--- config.mk ---
export PLATFORM = sky130hd
export DESIGN_NAME = column_bank_scheduler_flat
export DESIGN_NICKNAME = d
export VERILOG_FILES = /design/src/rtl/column_bank_scheduler_if.sv /design/src/rtl/column_bank_scheduler.sv /design/src/flat_wrapper.sv
export SDC_FILE = /design/constraint.sdc
export NUM_CORES = 1
export LEC_CHECK = 0
export CORE_AREA = 10 10 123 125
export DETAILED_ROUTE_END_ITERATION = 8
export DIE_AREA = 0 0 133 135
export DONT_BUFFER_PORTS = 1
export PLACE_DENSITY = 0.8
export SKIP_LAST_GASP = 1
export SYNTH_ARGS = -nofsm -noshare
export SYNTH_HDL_FRONTEND = slang
export SYNTH_SLANG_ARGS = --single-unit
--- constraint.sdc ---
create_clock -name clk -period 2.3 [get_ports clk]
set_clock_uncertainty 0.2 [all_clocks]
set_input_delay 0.46 -clock clk [delete_from_list [all_inputs] [get_ports clk]]
set_output_delay 0.46 -clock clk [all_outputs]
set_load 0.01 [all_outputs]
--- src/rtl/column_bank_scheduler_if.sv ---
// Avalon-MM slave bus carrying host column records and control/status
// traffic into column_bank_scheduler.
interface column_bank_scheduler_if;
    logic        chipselect;
    logic        write;
    logic        read;
    logic [1:0]  address;
    logic [15:0] writedata;
    logic [15:0] readdata;

    modport master (
        output chipselect, write, read, address, writedata,
        input  readdata
    );

    modport slave (
        input  chipselect, write, read, address, writedata,
        output readdata
    );
endinterface

--- src/rtl/column_bank_scheduler.sv ---
// column_bank_scheduler: assembles 4-word column records from the host bus,
// commits them into the current write bank and rotates three column banks
// (write / pending / read) so the display always shows the newest complete
// frame. The read bank only changes on the VGA frame-boundary pulse.
// Optional feature: define FRAME_IRQ_EN for a sticky frame-swap interrupt.
module column_bank_scheduler #(
    parameter int NCOLS = 640,
    parameter int COLW  = 10
) (
    input  logic                 clk,
    input  logic                 reset_n,
    column_bank_scheduler_if.slave bus,
    input  logic                 frame_boundary,
    output logic [2:0]           bank_we,
    output logic [COLW-1:0]      bank_wcol,
    output logic [41:0]          bank_wdata,
    output logic [15:0]          bank_wsf,
    output logic [1:0]           rd_bank,
    output logic [1:0]           wr_bank,
    output logic                 frame_pending,
    output logic                 irq
);

    localparam logic [COLW-1:0] LAST_COL = COLW'(NCOLS - 1);

    logic [1:0]      stage;
    logic [COLW-1:0] col_ptr;
    logic [1:0]      pending_bank;
    logic [15:0]     drop_cnt;
    logic [9:0]      word0;
    logic [15:0]     word1, word2;

    logic            data_wr, ctrl_wr, commit, frame_done;
    logic [1:0]      rd_nxt, wr_nxt, pend_nxt;
    logic            fp_nxt, drop_inc;
    logic [9:0]      col_status;

    assign data_wr    = bus.chipselect & bus.write & (bus.address == 2'd0);
    assign ctrl_wr    = bus.chipselect & bus.write & (bus.address == 2'd1);
    assign commit     = data_wr & (stage == 2'd3);
    assign frame_done = commit & (col_ptr == LAST_COL);
    assign col_status = 10'(col_ptr);

    // Bank rotation: a completed frame and a frame boundary are resolved
    // together so the three bank indices always stay a permutation of 0..2.
    always_comb begin
        rd_nxt   = rd_bank;
        wr_nxt   = wr_bank;
        pend_nxt = pending_bank;
        fp_nxt   = frame_pending;
        drop_inc = 1'b0;
        if (frame_done && frame_boundary) begin
            // Fresh frame goes straight to display; any pending frame is stale.
            rd_nxt   = wr_bank;
            wr_nxt   = rd_bank;
            fp_nxt   = 1'b0;
            drop_inc = frame_pending;
        end else if (frame_done) begin
            if (!frame_pending) begin
                pend_nxt = wr_bank;
                wr_nxt   = 2'd3 ^ wr_bank ^ rd_bank;
                fp_nxt   = 1'b1;
            end else begin
                // Newest frame replaces the undisplayed one.
                pend_nxt = wr_bank;
                wr_nxt   = pending_bank;
                drop_inc = 1'b1;
            end
        end else if (frame_boundary && frame_pending) begin
            rd_nxt   = pending_bank;
            pend_nxt = rd_bank;
            fp_nxt   = 1'b0;
        end
    end

    // Record assembly, column pointer, bank state and drop counter.
    always_ff @(posedge clk or negedge reset_n) begin
        if (!reset_n) begin
            stage         <= 2'd0;
            col_ptr       <= '0;
            word0         <= '0;
            word1         <= '0;
            word2         <= '0;
            rd_bank       <= 2'd0;
            wr_bank       <= 2'd1;
            pending_bank  <= 2'd2;
            frame_pending <= 1'b0;
            drop_cnt      <= '0;
        end else begin
            if (data_wr) begin
                stage <= stage + 2'd1;
                case (stage)
                    2'd0:    word0 <= bus.writedata[9:0];
                    2'd1:    word1 <= bus.writedata;
                    2'd2:    word2 <= bus.writedata;
                    default: col_ptr <= (col_ptr == LAST_COL) ? '0 : col_ptr + 1'b1;
                endcase
            end else if (ctrl_wr && bus.writedata[0]) begin
                stage   <= 2'd0;
                col_ptr <= '0;
            end
            rd_bank       <= rd_nxt;
            wr_bank       <= wr_nxt;
            pending_bank  <= pend_nxt;
            frame_pending <= fp_nxt;
            if (drop_inc && drop_cnt != 16'hFFFF)
                drop_cnt <= drop_cnt + 16'd1;
        end
    end

    // Bank write port: one-cycle pulse into the pre-swap write bank.
    always_ff @(posedge clk or negedge reset_n) begin
        if (!reset_n) begin
            bank_we    <= '0;
            bank_wcol  <= '0;
            bank_wdata <= '0;
            bank_wsf   <= '0;
        end else begin
            bank_we <= commit ? (3'b001 << wr_bank) : 3'b000;
            if (commit) begin
                bank_wcol  <= col_ptr;
                bank_wdata <= {word2, word1, word0};
                bank_wsf   <= bus.writedata;
            end
        end
    end

`ifdef FRAME_IRQ_EN
    // Sticky swap interrupt; a swap in the same cycle beats the clear.
    always_ff @(posedge clk or negedge reset_n) begin
        if (!reset_n)
            irq <= 1'b0;
        else if (rd_nxt != rd_bank)
            irq <= 1'b1;
        else if (ctrl_wr && bus.writedata[1])
            irq <= 1'b0;
    end
`else
    assign irq = 1'b0;
`endif

    // Registered read port.
    always_ff @(posedge clk or negedge reset_n) begin
        if (!reset_n)
            bus.readdata <= '0;
        else if (bus.chipselect && bus.read) begin
            case (bus.address)
                2'd0:    bus.readdata <= {irq, frame_pending, rd_bank, stage, col_status};
                2'd1:    bus.readdata <= drop_cnt;
                default: bus.readdata <= '0;
            endcase
        end
    end

endmodule

--- src/flat_wrapper.sv ---
// flat-port wrapper written by rule: the top's interface ports become plain ports
module column_bank_scheduler_flat 
#(
    parameter int NCOLS = 640,
    parameter int COLW  = 10
)
  (clk, reset_n, frame_boundary, bank_we, bank_wcol, bank_wdata, bank_wsf, rd_bank, wr_bank, frame_pending, irq, bus_chipselect, bus_write, bus_read, bus_address, bus_writedata, bus_readdata);
  column_bank_scheduler_if bus_i ();
  input  logic clk;
  input  logic reset_n;
  input  logic frame_boundary;
  output logic [2:0] bank_we;
  output logic [COLW-1:0] bank_wcol;
  output logic [41:0] bank_wdata;
  output logic [15:0] bank_wsf;
  output logic [1:0] rd_bank;
  output logic [1:0] wr_bank;
  output logic frame_pending;
  output logic irq;
  input wire logic [$bits(bus_i.chipselect)-1:0] bus_chipselect;
  input wire logic [$bits(bus_i.write)-1:0] bus_write;
  input wire logic [$bits(bus_i.read)-1:0] bus_read;
  input wire logic [$bits(bus_i.address)-1:0] bus_address;
  input wire logic [$bits(bus_i.writedata)-1:0] bus_writedata;
  output wire logic [$bits(bus_i.readdata)-1:0] bus_readdata;
  assign bus_i.chipselect = bus_chipselect;
  assign bus_i.write = bus_write;
  assign bus_i.read = bus_read;
  assign bus_i.address = bus_address;
  assign bus_i.writedata = bus_writedata;
  assign bus_readdata = bus_i.readdata;
  column_bank_scheduler #(.NCOLS(NCOLS), .COLW(COLW)) u_core (.clk(clk), .reset_n(reset_n), .bus(bus_i), .frame_boundary(frame_boundary), .bank_we(bank_we), .bank_wcol(bank_wcol), .bank_wdata(bank_wdata), .bank_wsf(bank_wsf), .rd_bank(rd_bank), .wr_bank(wr_bank), .frame_pending(frame_pending), .irq(irq));
endmodule
==> impl_results.md <==
- First-pass GRT wire length: 23.75 mm
- Final Instance Area: 7991 um^2
- Grt total ovfl: 0
- Layout Cells excl Fill: 755
- Starting Density: 0.5457
- Count of input and output buffers: 0
- Top_reg_cell synth: dfrtp_1
- IO Pins: 117
- Area grow syn2layout: 16.51%
- Total die area: 17960 um^2
- Critical Path Sink Type: flip-flop
- Antenna Violating Nets Remaining: 0
- Hold violation total from the final report: 164
- Number of global-route vias before repair: 4453
- Die Height: 135 um
- GR Layer Usage met3: 0.06269
- Post-layout min period: 2.246 ns
- Initial antenna violation count: 1
- RSZ-0062 raised after global routing: yes
- PwrDens: 856.2 nW/um^2
- WL per Instance: 19.42 um
- DRT iter0 DRCs: 293
- Core area: 12570 um^2
- Clk Latency, worst-skew pair: 0.41 ns
- Startpoint types: flip-flop
- Syn_area_per_cell: 13.24 um^2
- Post-CTS Hold Fix Bufs: 19
- Global route hottest layer: met2
- Utilization after layout: 0.6358
- GR Util met2: 0.2778
- Post-Route WL: 14.66 mm
- DP Wirelength: 10.26 mm
- Synth Net Count: 549
- Flops & latches, synth: 164
- CTS sink cnt: 164
- Tcrit/Tclk final: 0.9765
- Layout cells sized above 1: 0.3351
- Place WS: -0.05086 ns
- Worst-path clk slew: 0.06 ns
- Failing checks: hold timing
- Critical path arrival: 2.35 ns
- Status: complete, but fails checks
- Dpl cell area: 7223 um^2
- Critical Path RT: 2.40 ns
- CTS Root Cell: clkbuf_16
- Final nets: 600
- Pleak: 3.892 nW
- # DRC: 0
- GR Util met1: 0.1844
- Yosys warning count: 0
- TritonCTS clock tree: built
- Multi-input gate area: 2624 um^2
- Fmax: 445.3 MHz
- Final setup TNS: 0 ns
- Crit Path Class: flip-flop to flip-flop
- Longest Clk Path Bufs: 2
- Via count: 4268
- DIE WIDTH: 133 um
- Sequential cell area: 4106 um^2
- Cells after synthesis: 518
- Unique masters post-synth: 48
- Rows: 41
- Detailed-router iteration count before antenna repair: 4
- Min-delay worst type: primary input to asynchronous set/reset pin
- Hold_ws: -0.4592 ns
- H-tree Lvls: 4
- GPL Wtd Cong: 0.8832
- Relative slew slack: 0.5388
- DR vias/cell: 5.653
- Register area share after synthesis: 0.5987
- Worst-margin pin slew: 0.6918 ns
- Ys async rst share: 1.000
- Inst Count DP: 699
- CTS Buf Count: 17
- Worst IR drop on VDD: 0.0005084 V
- Final setup violation count: 0
- Final WS setup: 0.05412 ns
- Global-route usage over all layers: 0.1662
- Number of fill cells: 921
- Max Cap Viol: 0
- Number of synthesized flops with an enable pin: 0
- Crit-path max FO: 6
- Mapped Area: 6859 um^2
- Largest net degree at the start of global routing: 165
- Max Transition Viols Final: 0
[per-layer routing]
layer  wire, um  vias up
li1           -     1918
met3       1183       28
met5          0        -
met4        378        0
met1       5607     2189
met2       7492      133
[what timing repair did]
item,4_1_cts,5_1_grt
endpoints found under the hold margin,228,164
setup buffers,0,4
setup endpoints to repair,6,9
gates cloned,0,0
resized for setup,0,1
pin swaps,2,2
[synth_stat cells (4+ instances only)]
library cell  number  area [um^2]
nor3_2             6        60.06
xor2_1            11        96.34
mux2i_1           15        150.1
inv_1              8        30.03
nor2_1            21        78.83
a21oi_1           10        50.05
xnor2_1            5        43.79
ha_1               7        87.58
nand2_1           48        180.2
o21ai_0           25        125.1
mux2_1             4        45.04
dfrtp_1          162         4054
buf_1              9        33.78
clkbuf_1          10        37.54
nand4_1            5        31.28
nand3_1           13        65.06
mux2_2           110         1239
[path summary, 6_finish.rpt]
kind	from	to	slack [ns]	depth (start not counted)
worst max-delay path	u_core.col_ptr[8]	u_core.drop_cnt[2]	0.05	7
worst min-delay path	reset_n	u_core.bank_wdata[21]	-0.46	0
worst max register to register	u_core.col_ptr[8]	u_core.drop_cnt[2]	0.05	7
worst min register to register	u_core.word1[3]	u_core.bank_wdata[13]	0.30	1
max in group asynchronous	reset_n	u_core.wr_bank[0]	2.12	0
min in group clk	frame_boundary	u_core.pending_bank[0]	0.03	2
[where the power goes]
part	total [W]	switching, W	internal [W]
logic	0.000620	0.000219	0.000400
clock network	0.00255	0.00113	0.00141
registers	0.00368	0.000340	0.00334
[worst max-delay path, stage by stage (launching register included)]
cell and delay, ns:
dfrtp_1 0.38, nand4bb_2 0.33, nor4_4 0.38, o311ai_4 0.16, buf_4 0.20, buf_4 0.14
or2_1 0.21, xnor2_1 0.12
[logic make-up after synthesis]
kind of cell / count (synthesis) / synth area share
simple gates: 121 / 0.09394
fa+ha+maj: 7 / 0.01277
compound gates: 49 / 0.04433
mux: 129 / 0.2090
buf+inv: 31 / 0.02025
flops: 164 / 0.5987
other cells: 1 / 0.0005467
xor+xnor: 16 / 0.02043
[area by class of cell]
type / instances / area share
antenna: 1 / 0.0003131
clock buffer: 18 / 0.05496
clock inverter: 14 / 0.01268
inverter: 8 / 0.003758
multi-input combinational: 323 / 0.3283
sequential: 164 / 0.5139
tap: 172 / 0.02693
timing repair buffer: 55 / 0.05918
[through the flow]
stage / hold WS [ns] / total power (W)
after CTS: -0.4804 / 0.006920
final: -0.4592 / 0.006842
after floorplan: -0.03559 / 0.004111
after global routing: -0.4837 / 0.007152
after detailed placement: -0.03151 / 0.004329
after global placement: -0.03126 / 0.004246
[state kept, by name, indices dropped and copies added, names as in the netlist]
register / cells
u_core.drop_cnt: 16
u_core.word1: 16
u_core.word2: 16
u_core.wr_bank: 2
u_core.rd_bank: 2
u_core.bank_wsf: 16
u_core.bank_wcol: 10
u_core.bus.readdata: 16
u_core.bank_we: 3
u_core.pending_bank: 2
u_core.stage: 2
u_core.bank_wdata: 42
u_core.word0: 10
u_core.frame_pending: 1
u_core.col_ptr: 10
[placed cells by master (no fill, tap or decap), drive strengths merged, types with 2 or more instances in the layout]
cell and n:
a21oi 10, and2 3, buf 36, clkbuf 18
clkinv 4, clkinvlp 5, dfrtp 162, dfstp 2
dlygate4sd3 19, ha 7, inv 13, mux2 114
mux2i 15, nand2 49, nand3 13, nand3b 2
nand4 5, nand4bb 2, nor2 21, nor3 9
nor3b 2, nor4 5, o21ai 25, o221ai 2
o22ai 2, o31ai 3, o32ai 2, or2 3
or4 2, xnor2 5, xor2 11
No activity file was read; power rests on OpenSTA's default activity.
